**src/rtl/regfile_pkg.sv**
```systemverilog
// Shared types and constants for the register-file dump reader.
// A streamed word carries its register address, contents and an end-of-dump flag.
package regfile_pkg;

    localparam int DATA_W = 32;
    localparam int ADDR_W = 5;
    localparam int NREGS  = 2 ** ADDR_W;
    // Remaining-word counter must hold NREGS itself, hence one extra bit.
    localparam int CNT_W  = ADDR_W + 1;
    localparam int WORD_W = ADDR_W + DATA_W + 1;

    typedef enum logic [1:0] {
        IDLE  = 2'd0,
        FETCH = 2'd1,
        DRAIN = 2'd2,
        DONE  = 2'd3
    } rf_state_t;

    typedef struct packed {
        logic [ADDR_W-1:0] addr;
        logic [DATA_W-1:0] data;
        logic              last;
    } rf_word_t;

endpackage

```
**src/rtl/rf_out_buf.sv**
```systemverilog
// Two-entry output FIFO of packed rf_word_t; accepts up to two writes per cycle.
// The head entry sits in a flop, so everything presented downstream is registered.
module rf_out_buf
    import regfile_pkg::*;
(
    input  logic              clk,
    input  logic              rst_n,
    input  logic              push0,
    input  logic [WORD_W-1:0] wr0,
    input  logic              push1,
    input  logic [WORD_W-1:0] wr1,
    input  logic              ready,
    output logic              valid,
    output logic [WORD_W-1:0] head,
    output logic [1:0]        count
);

    logic [WORD_W-1:0] slot_q [2];
    logic [WORD_W-1:0] slot_d [2];
    logic [1:0]        count_q;
    logic [1:0]        count_d;
    logic              pop;

    always_comb begin
        slot_d  = slot_q;
        count_d = count_q;
        pop     = ready && (count_q != 2'd0);
        // Pop shifts first so pushes land behind whatever survives.
        if (pop) begin
            slot_d[0] = slot_q[1];
            count_d   = count_q - 2'd1;
        end
        if (push0 && (count_d < 2'd2)) begin
            slot_d[count_d[0]] = wr0;
            count_d            = count_d + 2'd1;
        end
        if (push1 && (count_d < 2'd2)) begin
            slot_d[count_d[0]] = wr1;
            count_d            = count_d + 2'd1;
        end
    end

    always_ff @(posedge clk or negedge rst_n) begin
        if (!rst_n) begin
            slot_q[0] <= '0;
            slot_q[1] <= '0;
            count_q   <= 2'd0;
        end else begin
            slot_q[0] <= slot_d[0];
            slot_q[1] <= slot_d[1];
            count_q   <= count_d;
        end
    end

    assign valid = (count_q != 2'd0);
    assign head  = slot_q[0];
    assign count = count_q;

endmodule

```
**src/rtl/regfile_dump_reader.sv**
```systemverilog
// Walks a wrapping register range two registers per fetch and streams {addr, data}
// over valid/ready, keeping a running XOR checksum of every accepted word.
module regfile_dump_reader
    import regfile_pkg::*;
(
    input  logic              clk,
    input  logic              rst_n,
    input  logic              start,
    input  logic [ADDR_W-1:0] first_addr,
    input  logic [ADDR_W-1:0] last_addr,
    output logic [ADDR_W-1:0] ra1,
    output logic [ADDR_W-1:0] ra2,
    input  logic [DATA_W-1:0] rd1,
    input  logic [DATA_W-1:0] rd2,
    output logic              out_valid,
    input  logic              out_ready,
    output logic [ADDR_W-1:0] out_addr,
    output logic [DATA_W-1:0] out_data,
    output logic              out_last,
    output logic              busy,
    output logic              done,
    output logic [DATA_W-1:0] checksum
);

    // Stream handshake: a word transfers on a rising edge where out_valid && out_ready;
    // once out_valid rises, it and the word fields stay fixed until that transfer.

    rf_state_t         state_q, state_d;
    logic [ADDR_W-1:0] cur_q, cur_d;
    logic [CNT_W-1:0]  rem_q, rem_d;
    logic [ADDR_W-1:0] ra1_q, ra1_d;
    logic [ADDR_W-1:0] ra2_q, ra2_d;
    logic              busy_q, busy_d;
    logic              done_q, done_d;
    logic [DATA_W-1:0] checksum_q, checksum_d;

    logic              push0, push1, pop;
    rf_word_t          wr0, wr1, head;
    logic [WORD_W-1:0] head_bits;
    logic              buf_valid;
    logic [1:0]        buf_count;
    logic [ADDR_W-1:0] span;

    rf_out_buf u_buf (
        .clk   (clk),
        .rst_n (rst_n),
        .push0 (push0),
        .wr0   (wr0),
        .push1 (push1),
        .wr1   (wr1),
        .ready (out_ready),
        .valid (buf_valid),
        .head  (head_bits),
        .count (buf_count)
    );

    assign head = rf_word_t'(head_bits);

    always_comb begin
        state_d    = state_q;
        cur_d      = cur_q;
        rem_d      = rem_q;
        checksum_d = checksum_q;
        push0      = 1'b0;
        push1      = 1'b0;
        pop        = buf_valid && out_ready;
        span       = last_addr - first_addr;
        wr0        = '{addr: cur_q, data: rd1, last: (rem_q == CNT_W'(1))};
        wr1        = '{addr: cur_q + ADDR_W'(1), data: rd2, last: (rem_q == CNT_W'(2))};

        case (state_q)
            IDLE: begin
                if (start) begin
                    cur_d      = first_addr;
                    rem_d      = CNT_W'(span) + CNT_W'(1);
                    checksum_d = '0;
                    state_d    = FETCH;
                end
            end
            FETCH: begin
                // A lone trailing register still drives ra2, but rd2 is not buffered.
                push0 = 1'b1;
                if (rem_q >= CNT_W'(2)) begin
                    push1 = 1'b1;
                    cur_d = cur_q + ADDR_W'(2);
                    rem_d = rem_q - CNT_W'(2);
                end else begin
                    cur_d = cur_q + ADDR_W'(1);
                    rem_d = '0;
                end
                state_d = DRAIN;
            end
            DRAIN: begin
                if (pop && (buf_count == 2'd1)) begin
                    state_d = (rem_q != '0) ? FETCH : DONE;
                end
            end
            DONE: begin
                state_d = IDLE;
            end
            default: begin
                state_d = IDLE;
            end
        endcase

        if (pop) begin
            checksum_d = checksum_q ^ head.data;
        end

        ra1_d  = (state_d == FETCH) ? cur_d : '0;
        ra2_d  = (state_d == FETCH) ? (cur_d + ADDR_W'(1)) : '0;
        busy_d = (state_d != IDLE);
        done_d = (state_d == DONE);
    end

    always_ff @(posedge clk or negedge rst_n) begin
        if (!rst_n) begin
            state_q    <= IDLE;
            cur_q      <= '0;
            rem_q      <= '0;
            ra1_q      <= '0;
            ra2_q      <= '0;
            busy_q     <= 1'b0;
            done_q     <= 1'b0;
            checksum_q <= '0;
        end else begin
            state_q    <= state_d;
            cur_q      <= cur_d;
            rem_q      <= rem_d;
            ra1_q      <= ra1_d;
            ra2_q      <= ra2_d;
            busy_q     <= busy_d;
            done_q     <= done_d;
            checksum_q <= checksum_d;
        end
    end

    assign ra1       = ra1_q;
    assign ra2       = ra2_q;
    assign busy      = busy_q;
    assign done      = done_q;
    assign checksum  = checksum_q;
    assign out_valid = buf_valid;
    assign out_addr  = head.addr;
    assign out_data  = head.data;
    assign out_last  = head.last;

endmodule

```
**config.mk**
```make
export PLATFORM = sky130hd
export DESIGN_NAME = regfile_dump_reader
export DESIGN_NICKNAME = d
export VERILOG_FILES = /design/src/rtl/regfile_pkg.sv /design/src/rtl/rf_out_buf.sv /design/src/rtl/regfile_dump_reader.sv
export SDC_FILE = /design/constraint.sdc
export NUM_CORES = 1
export LEC_CHECK = 0
export ABC_AREA = 0
export BUFFER_PORTS_ARGS = -buffer_cell sky130_fd_sc_hd__buf_2
export CAP_MARGIN = 20
export CORE_UTILIZATION = 45
export DETAILED_ROUTE_END_ITERATION = 6
export PLACE_DENSITY_LB_ADDON = 0.2
export SKIP_CTS_REPAIR_TIMING = 1
export SYNTH_ARGS = -nofsm -noshare
export SYNTH_HDL_FRONTEND = slang
export SYNTH_SLANG_ARGS = --single-unit
```
**constraint.sdc**
```tcl
create_clock -name clk -period 3.75 [get_ports clk]
set_input_delay 0.1875 -clock clk [delete_from_list [all_inputs] [get_ports clk]]
set_output_delay 0.1875 -clock clk [all_outputs]
set_load 0.02 [all_outputs]
```
==> flow_summary.ini <==
[synthesis]
synth_seq_area_share = 0.489
synth-seq-cells = 135
synth_edf_count = 0
synthCells = 740
synth.most_common_cell = o21ai_0
synth_nets = 830
synth_flop_cell = dfrtp_1
synth_commonest_cells = o21ai_0, dfrtp_1, nand2_1
synth.area.top_cells = dfrtp_1, o21ai_0, mux2i_1, nand2_1, buf_4
ys_async_sr_fraction = 1.00
synth.distinct_cells = 55
yosys_warnings = 0
synth_top_cell_by_area = dfrtp_1
avgSynthCellArea_um2 = 9.35
yosysTopAreaCellShare = 0.489
syn_area_mm2 = 0.00692

[power]
intPower_uw = 4140
fin_total_pwr_uw = 7190
power_frac_clock = 0.216
p_leak_uw = 0.00411
p_per_area_mw_per_mm2 = 863
p_sw_frac = 0.425
pwr-share-comb = 0.412
ir_drop_v = 0.000440
seqPwrFrac = 0.372
power.switching_uw = 3060

[layout]
seqCellArea_mm2 = 0.00338
multiInputGateArea_mm2 = 0.00301
syn2layout_area_growth_pct = 20.5
final_area_mm2 = 0.00833
drive_gt1_frac = 0.243
instances_no_fill = 1066
nFillCells = 1337
num-nets-final = 958

[clocking]
cts_buffers = 17
path_clk_slew_ns = 0.06
clock_sinks = 135
clockBufferDepth = 2
cts-htree-levels = 4
clock-root-buffer = clkbuf_16
cts_tree = built
clkLatencyLatePin_ns = 0.42

[routing]
drtAntennaViolNets = 0
post_drt_wl_per_cell_um = 16.5
wl_um = 17500
firstDrtPassIters = 5
drt-initial-drc-count = 343
vias = 5792
route.detailed.drc = 0
vias_per_cell = 5.43

[worst_setup_path]
ff2ff_setup_slack_ns = 0.85
r2r_end = u_buf.slot_q[16]
r2r-start = u_buf.count[1]
start_kind = flip-flop
reg2regPathDepth = 8
worst-setup-path-type = reg2reg
cp_data_arrival_time_ns = 3.21
required_ns = 4.07
endpoint = u_buf.slot_q[16]
crit_start = u_buf.count[1]
setup.worst_path.end_class = flip-flop
path_max_fanout = 28

[run]
maxCapViolations = 0

[timing]
rsz0062_at_grt = false
hold_viol = 9
fin_hold_ws_ns = -0.0171
slew_viol_final = 0
tns_ns = 0
max_freq_ghz = 0.345
max-slew-margin-rel = 0.305
fin_worst_skew_ns = 0.00856
final-setup-viol-count = 0
min_period_ns = 2.90
post-route-period-util = 0.773
tightest_slew_ns = 1.04

[run_status]
outcome = finished with violations
violations = negative hold slack

[floorplanning]
die_w_um = 126
die_area_mm2 = 0.0159
fp.dieH_um = 126
row_count = 44
design.core.area_mm2 = 0.0148
io_pins = 161
start_util = 0.469

[placed_design]
hpwlAfterDp_um = 12000
globalplace.congestion = 0.875
place_area_mm2 = 0.00759
portBuffers = 160
dp.cells = 1014

[global_routing]
grt_start_max_net_pins = 77
grtUsageTotal = 0.229
grt_pass1_vias = 5588
grt_pass1_wl_um = 28500
grt_antenna_before_repair = 1
gr-total-overflow = 0

[worst_hold_path]
hp-class = in2reg
hold_depth = 3
-- state kept, by name (all words and copies together), names as in the netlist --
| name | count |
|---|---|
| state_q | 2 |
| done | 1 |
| u_buf.slot_q | 38 |
| ra2 | 5 |
| cur_q | 5 |
| ra1 | 5 |
| u_buf.head | 38 |
| rem_q | 6 |
| busy | 1 |
| checksum | 32 |
| u_buf.count | 2 |
-- kinds of logic after synthesis --
logic type	after synthesis	share of synthesized area
xor gates and xnor gates	14	0.0177
AOI/OAI and AO/OA	197	0.159
adders and majority gates	12	0.0228
buffers and inverters	100	0.0798
DFF	135	0.489
muxes	70	0.101
and+or+nand+nor	212	0.131
-- layer usage --
| metal | routed length, µm | GRT usage | vias to the layer above |
|---|---|---|---|
| met5 | 0 | 0 | - |
| met1 | 7780 | 0.302 | 2823 |
| met3 | 904 | 0.0506 | 23 |
| li1 | - | - | 2767 |
| met2 | 8560 | 0.368 | 179 |
| met4 | 304 | 0.0872 | 0 |
-- cell type report --
type                       instances  area share
sequential                       135       0.405
clock buffer                      18      0.0527
timing repair buffer             187       0.129
tap                              184      0.0276
inverter                          22     0.00991
antenna                            1    0.000300
multi-input combinational        505       0.362
clock inverter                    14      0.0131
-- placed cells by master, fill, tap and decap left out, types with 2 or more instances in the layout --
cell type,Yosys,layout
dfrtp_1,135,135
o31ai_1,2,2
a211oi_1,3,3
o32ai_1,3,3
nor3_1,5,5
a21o_1,2,2
a31oi_1,2,2
a21oi_1,14,14
buf_12,0,2
clkinvlp_4,0,4
clkbuf_16,0,17
buf_4,40,7
o22ai_1,2,2
inv_1,22,22
nor2_1,51,49
mux2i_1,70,70
a22oi_1,3,3
dlygate4sd3_1,0,19
a211o_1,2,2
xor2_1,3,3
nand2_1,123,122
nor3_2,3,2
o221ai_1,2,2
xnor2_1,11,11
buf_2,14,159
nor3b_1,4,4
nor4_1,2,2
and2_1,4,4
o21a_1,3,3
nor2_2,1,2
o21ai_0,141,141
o211ai_1,3,3
nand4_1,2,2
ha_1,11,11
nand3_1,8,8
o21ai_1,5,5
clkinv_2,0,8
-- through the flow --
step / utilization / setup slack (ns)
after global placement: 0.515 / 1.04
after floorplan: - / 1.66
final: 0.565 / 0.852
after CTS: 0.552 / 0.838
after detailed placement: 0.515 / 0.839
after global routing: 0.565 / 0.634
-- worst min path at each step --
| stage | slack, ns | end | startpoint |
|---|---|---|---|
| floorplan | -0.11 | busy | rst_n |
| global placement | 0.29 | checksum[8] | rst_n |
| detailed placement | 0.31 | checksum[8] | rst_n |
| CTS | -0.14 | checksum[8] | rst_n |
| global route | -0.002 | u_buf.slot_q[20] | rd2[19] |
| finish | -0.02 | u_buf.slot_q[30] | rd2[29] |
-- power by group through the flow --
stage               clock (µW)  sequential (µW)  combinational (µW)
global route              1650             2770                3290
floorplan                    0             2710                2180
global placement             0             2660                2870
detailed placement           0             2680                2960
CTS                       1590             2670                2970
finish                    1550             2680                2960
-- critical path: stages (launching register included) --
cell and delay, ns:
dfrtp_1 0.40, inv_1 0.09, ha_1 0.25, nand2b_2 0.45, a211oi_2 0.51, nand2_2 0.30, buf_4 0.39, mux2i_1 0.17
o21ai_0 0.21
No activity file was read; power rests on OpenSTA's default activity.
